--- config.mk ---
export PLATFORM = sky130hd
export DESIGN_NAME = clk_div_ctrl
export DESIGN_NICKNAME = d
export VERILOG_FILES = /design/src/rtl/clk_div_ctrl.sv
export SDC_FILE = /design/constraint.sdc
export NUM_CORES = 1
export LEC_CHECK = 0
export ABC_AREA = 1
export BUFFER_PORTS_ARGS = -buffer_cell sky130_fd_sc_hd__buf_4
export CAP_MARGIN = 20
export CORE_ASPECT_RATIO = 1.25
export CORE_UTILIZATION = 25
export DETAILED_ROUTE_END_ITERATION = 6
export PLACE_DENSITY = 0.46
export REMOVE_ABC_BUFFERS = 1
export SLEW_MARGIN = 30
export SYNTH_ARGS = -nofsm -noshare
export SYNTH_HDL_FRONTEND = slang
export SYNTH_SLANG_ARGS = --single-unit
--- constraint.sdc ---
create_clock -name CLK -period 2.1 [get_ports CLK]
set_input_delay 0.105 -clock CLK [delete_from_list [all_inputs] [get_ports CLK]]
set_output_delay 0.105 -clock CLK [all_outputs]
set_load 0.01 [all_outputs]
--- src/rtl/clk_div_ctrl.sv ---
// Runtime-programmable clock divider with glitch-free ratio changes and EN start/stop.
// Optional macro DIV_LOCK_CNT_EN: STABLE also waits for LOCK_CYC divided periods after each (re)start.
module clk_div_ctrl #(
  parameter int CNT_W        = 5,
  parameter int DEFAULT_HALF = 8,
  parameter int LOCK_CYC     = 2
) (
  input  logic             CLK,
  input  logic             RSTN,
  input  logic             EN,
  input  logic             CFG_VALID,
  input  logic [CNT_W-1:0] CFG_HALF,
  output logic             CFG_READY,
  output logic             CLK_DIV,
  output logic             DIV_TICK,
  output logic             STABLE,
  output logic             BUSY
);

  typedef enum logic [1:0] {
    S_IDLE = 2'd0,
    S_RUN  = 2'd1,
    S_PEND = 2'd2,
    S_STOP = 2'd3
  } state_e;

  localparam logic [CNT_W-1:0] ONE      = CNT_W'(1);
  localparam logic [CNT_W-1:0] DEF_HALF = CNT_W'(DEFAULT_HALF);

  state_e           state_q, state_d;
  logic [CNT_W-1:0] cnt_q, cnt_d;
  logic [CNT_W-1:0] half_q, half_d;
  logic [CNT_W-1:0] pend_q, pend_d;
  logic             stop_req_q, stop_req_d;
  logic             clk_div_q, clk_div_d;
  logic             tick_q, tick_d;
  logic             xfer;
  logic             bound;
  logic             fall_edge;
  logic             enter_run;
  logic             apply;

  function automatic logic [CNT_W-1:0] clamp_half(input logic [CNT_W-1:0] h);
    return (h == '0) ? ONE : h;
  endfunction

  assign CFG_READY = (state_q == S_IDLE) || (state_q == S_RUN);
  assign xfer      = CFG_VALID && CFG_READY;
  assign bound     = (cnt_q == half_q);
  assign fall_edge = bound && clk_div_q;

  always_comb begin
    state_d    = state_q;
    cnt_d      = cnt_q;
    half_d     = half_q;
    pend_d     = pend_q;
    stop_req_d = stop_req_q;
    clk_div_d  = clk_div_q;
    tick_d     = 1'b0;
    enter_run  = 1'b0;
    apply      = 1'b0;

    // Compare before increment, so cnt never exceeds half and cannot wrap.
    if (state_q != S_IDLE) begin
      if (bound) begin
        clk_div_d = ~clk_div_q;
        cnt_d     = ONE;
        tick_d    = ~clk_div_q;
      end else begin
        cnt_d = cnt_q + 1'b1;
      end
    end

    case (state_q)
      S_IDLE: begin
        clk_div_d = 1'b0;
        cnt_d     = ONE;
        if (xfer) begin
          half_d = clamp_half(CFG_HALF);
        end
        if (EN) begin
          state_d   = S_RUN;
          enter_run = 1'b1;
        end
      end
      S_RUN: begin
        if (xfer) begin
          pend_d     = clamp_half(CFG_HALF);
          stop_req_d = ~EN;
          state_d    = S_PEND;
        end else if (!EN) begin
          state_d = S_STOP;
        end
      end
      S_PEND: begin
        // New ratio takes over only where CLK_DIV falls, so no short pulse escapes.
        if (fall_edge) begin
          apply      = 1'b1;
          half_d     = pend_q;
          stop_req_d = 1'b0;
          state_d    = (stop_req_q || !EN) ? S_IDLE : S_RUN;
        end
      end
      S_STOP: begin
        if (!clk_div_q) begin
          clk_div_d = 1'b0;
          cnt_d     = ONE;
          tick_d    = 1'b0;
          state_d   = S_IDLE;
        end else if (bound) begin
          state_d = S_IDLE;
        end
      end
      default: state_d = S_IDLE;
    endcase
  end

  always_ff @(posedge CLK) begin
    if (!RSTN) begin
      state_q    <= S_IDLE;
      cnt_q      <= ONE;
      half_q     <= DEF_HALF;
      pend_q     <= '0;
      stop_req_q <= 1'b0;
      clk_div_q  <= 1'b0;
      tick_q     <= 1'b0;
    end else begin
      state_q    <= state_d;
      cnt_q      <= cnt_d;
      half_q     <= half_d;
      pend_q     <= pend_d;
      stop_req_q <= stop_req_d;
      clk_div_q  <= clk_div_d;
      tick_q     <= tick_d;
    end
  end

  assign CLK_DIV  = clk_div_q;
  assign DIV_TICK = tick_q;
  assign BUSY     = (state_q != S_IDLE);

`ifdef DIV_LOCK_CNT_EN
  localparam int              LOCK_W   = $clog2(LOCK_CYC + 1) + 1;
  localparam logic [LOCK_W-1:0] LOCK_MAX = LOCK_W'(LOCK_CYC);

  logic [LOCK_W-1:0] lock_q, lock_d;

  // Counts completed rising edges of the current ratio, saturating at LOCK_MAX.
  always_comb begin
    lock_d = lock_q;
    if (enter_run || apply) begin
      lock_d = '0;
    end else if (tick_q && (lock_q != LOCK_MAX)) begin
      lock_d = lock_q + 1'b1;
    end
  end

  always_ff @(posedge CLK) begin
    if (!RSTN) begin
      lock_q <= '0;
    end else begin
      lock_q <= lock_d;
    end
  end

  assign STABLE = (state_q == S_RUN) && (lock_q >= LOCK_MAX);
`else
  logic unused_lock;
  assign unused_lock = enter_run ^ apply ^ (LOCK_CYC > 0);
  assign STABLE      = (state_q == S_RUN);
`endif

endmodule
; Yosys cells after proc, flatten, opt, wreduce, memory -nomap -nowiden
; Cells that the tools add are included.
[classes]
mux = 27
addsub = 1
bitwise = 2
reduce_logical = 14
n_eq_ne = 10
[ops]
columns = cell, n
row1 = two-way mux 5 bit, 6
row2 = one-hot mux 5 bit (2 select lines), 2
row3 = two-way mux 2 bit, 6
row4 = two-way mux 1 bit, 10
row5 = one-hot mux 2 bit (4 select lines), 1
row6 = inequality test 2 bit (second input constant), 3
row7 = AND reduction 3 bit, 2
row8 = nonzero test 2 bit, 3
row9 = adder 5 x 1 -> 5 bit (second input constant), 1
row10 = equality test 5 bit, 1
row11 = logical NOT 5 bit, 1
row12 = equality test 2 bit (second input constant), 2
row13 = one-hot mux 1 bit (2 select lines), 2
row14 = AND reduction 4 bit, 1
row15 = inequality test 3 x 2 -> 1 bit (second input constant), 1
row16 = inequality test 3 bit (second input constant), 1
row17 = equality test 2 x 1 -> 1 bit (second input constant), 1
row18 = logical AND 1 bit, 2
row19 = logical NOT 2 bit, 1
row20 = logical OR 1 bit, 2
row21 = inequality test 2 x 1 -> 1 bit (second input constant), 1
row22 = inverter 1 bit, 2
row23 = AND reduction 2 bit, 1
row24 = logical NOT 1 bit, 1
[totals]
out_inout_bits = 5
elab_cells = 61
inputBits = 9
regBits = 20

; Longest topological paths before layout
[depth]
word_depth = 5
mapped_depth = 14
ltp_nobuf = 14

; Worst setup path before layout
; Ideal clock, no wire load.
[synth_timing]
path_type = register to register
start = reg cnt_q[2]
end = reg state_q[0]
slack_ns = 0.464
arrival_time_ns = 1.521
path_buffers = 0
synth_period_minus_slack_ns = 1.636
required_time_ns = 1.985
path_stages_with_launch = 15
setup_ns = 0.115
path_cell_list = dfxtp_1 > inv_2 > nand2_1 > nand2_1 > nor2_2 > nand3_2 > inv_1 > ha_1 > inv_1 > nand2_1 > nand2_1 > nor2_2 > nand2_1 > o21ai_1 > nor2_1
[synth_between]
elab_chain_cells = 4
elab_cells_between_ends = 5
cone_classes = 3 x eq/ne / 2 x reduce/logical
[synth_lines]
columns = element, line_no
row1 = start: declaration, 31  ; logic [CNT_W-1:0] cnt_q, cnt_d;
row2 = start signal: assignment, 129  ; cnt_q <= cnt_d;
row3 = equality test 5 bit *, 49  ; assign bound = (cnt_q == half_q);
row4 = logical AND 1 bit, 50  ; assign fall_edge = bound && clk_div_q;
row5 = inequality test 2 bit (no source line), n/a
row6 = AND reduction 4 bit (no source line) *, n/a
row7 = end signal: assignment, 128  ; state_q <= state_d;
row8 = end: declaration, 30  ; state_e state_q, state_d;
; Every way passes the cells marked *; elsewhere a longest branch is shown, timed or not.
; A chain may end at the register's enable or synchronous reset.

; Final worst setup path
; Same ends and word-level chain as after synthesis.

==> qor.yml <==
core_sq_um: 4460
min_period_over_period_pct: 88.3
clock_sinks: 20
ios: 14
max_freq_mhz: 539
required_ps: 2270
mostFrequentLayoutCells: "nand2_1, inv_1, dfxtp_1"
num_vias: 1000
tritoncts: "done"
vias_per_cell: 4.17
synth_top_area_share_pct: 33.8
cp_data_arrival_time_ps: 2020
drc: 0
grt_pass1_wl_um: 4220
avgSynthCellArea_sq_um: 7.05
drive_above_1_share_pct: 17.6
post-route-min-period_ps: 1850
grt_pass1_vias: 986
final-setup-viol-count: 0
critPathLaunchType: "register"
yosysTopAreaCell: "dfxtp_1"
max_slew_margin_pct: 70.4
dp.final_hpwl_um: 1790
grtUsageMet2_pct: 19.3
ys_seq_area_share_pct: 33.8
p_leak_nw: 0.618
die_w_um: 63.5
mostFrequentLayoutCell: "nand2_1"
post_cts_buffers: 0
die_h_um: 78.9
grt_overflow: 0
yosys-top-cells-area: "dfxtp_1, nand2_1, inv_1"
detail_route.iter0.violations: 17
fp-row-count: 27
antenna_found_initial: 0
cts.path.max_buffers: 2
synth_cells: 168
synth-seq-cells: 20
fillerInstances: 513
fin_util_pct: 31.0
first_pass_iters: 4
wl_per_cell_um: 9.83
max_cap_violations: 0
numCtsBuffers: 3
die_area_sq_um: 5020
rsz0062_at_grt: "false"
io_buffers: 13
area_growth_pct: 16.8
cts_resized: 0
h-tree-depth: 1
syn-cell-area_sq_um: 1180
place_congestion: 0.749
use_met1_pct: 12.0
slew_viol_final: 0
globalRouteMet3Util_pct: 1.44
busiest_layer: "met2"
ant_nets: 0
fin_worst_skew_ps: 9.27
cts-root-buf: "clkbuf_8"
clk_pin_slew_ps: 80
finalHoldViolations: 0
ys_types: 27
cp_max_fo: 4
grtUsageTotal_pct: 10.7
num_antenna_cells: 0
pwr_density_cell_nw_per_um2: 1290
routed_wl_um: 2360
start_util_pct: 26.5
cp-end-kind: "register"
clk_latency_ps: 260
cts_hold_buf: 0
peakVddDrop_mv: 0.536
hold_path.class: "primary input to register"
yosysWarnings: 0
layout.nets: 200
tns_ps: 0
status: "completed"
grt_max_degree: 16
crit_type: "register to register"
worst_slew_pin_slew_ps: 443
==> routing by layer <==
metal  share of wire [%]  vias to the layer above  routed length (um)
met2                  48                        9                1130
li1                    -                      550                   -
met1                  49                      439                1150
met3                 2.3                        2                  54
met5                   0                        -                   0
met4                 1.0                        0                  24
==> synthesized netlist by cell type <==
cell type	instances
or2_1	1
o21ai_0	11
inv_1	27
buf_6	1
dfxtp_1	20
nand2_2	1
nand2_4	2
a21oi_1	13
a21oi_2	2
inv_2	1
o21bai_1	1
ha_1	8
nand3_2	2
a22oi_1	1
nand2_1	33
nor2_1	18
o21ai_1	4
buf_4	2
o21ai_2	1
inv_6	1
nand3_1	6
nor2_2	4
xor2_1	3
nand4_1	2
clkinv_2	1
o211ai_1	1
xnor2_1	1
==> flip-flops by register name (all words and copies together) (netlist names) <==
register,cells
cnt_q,5
half_q,5
pend_q,5
state_q,2
CLK_DIV,1
DIV_TICK,1
stop_req_q,1
==> area by class of cell <==
class                   count  area (sq um)  area share, %
clock buffers               4          55.1           3.98
inverters                  30           119           8.60
multi-input cells         115           638           46.2
flip-flops and latches     20           400           29.0
well taps                  58          72.6           5.25
repair buffers             13          97.6           7.06
==> power by group <==
part / total (W) / leakage [nW] / internal (W) / switching (W)
Clock: 0.000304 / 0.0288 / 0.000167 / 0.000137
Sequential: 0.000546 / 0.164 / 0.000480 / 0.0000660
Combinational: 0.000936 / 0.425 / 0.000343 / 0.000593
Total: 0.00179 / 0.618 / 0.000990 / 0.000796
==> per-stage QoR <==
step	area (sq um)	hold slack (ps)	cells	setup slack [ps]	total power (W)
after floorplan	1160	204	165	464	0.00127
after global placement	1330	409	236	276	0.00152
after detailed placement	1330	416	236	258	0.00150
after CTS	1380	141	240	242	0.00182
after global routing	1380	150	240	59.9	0.00197
final	1380	144	240	246	0.00179
==> final timing paths <==
path | startpoint | end | slack, ps | cells past startpoint
setup / recovery | cnt_q[2]$_SDFF_PN0_ | state_q[0]$_SDFFE_PN0P_ | 250 | 14
hold / removal | CFG_HALF[3] | pend_q[3]$_SDFFE_PN0P_ | 140 | 3
setup reg to reg | cnt_q[2]$_SDFF_PN0_ | state_q[0]$_SDFFE_PN0P_ | 250 | 14
hold reg to reg | pend_q[1]$_SDFFE_PN0P_ | pend_q[1]$_SDFFE_PN0P_ | 450 | 2
==> cells by family (layout without fill, tap and decap cells) <==
logic type	count (synthesis)	count (layout)	share of synthesized area, %
compound gates	34	34	16.0
xor+xnor	4	4	2.96
fa+ha+maj	8	8	8.46
buf+inv	33	47	12.3
flops	20	20	33.8
simple gates	69	69	26.5
==> worst max-delay path, stage by stage, from the launching register on <==
cell and delay [ps]:
dfxtp_1 400, inv_2 60, nand2_1 60, nand2_1 60, nor2_2 160, nand3_2 130
inv_1 100, ha_1 150, inv_1 40, nand2_1 150, nand2_1 90, nor2_2 130
nand2_1 80, o21ai_1 130, nor2_1 40
Note: power is estimated with default switching activity, not from simulation.
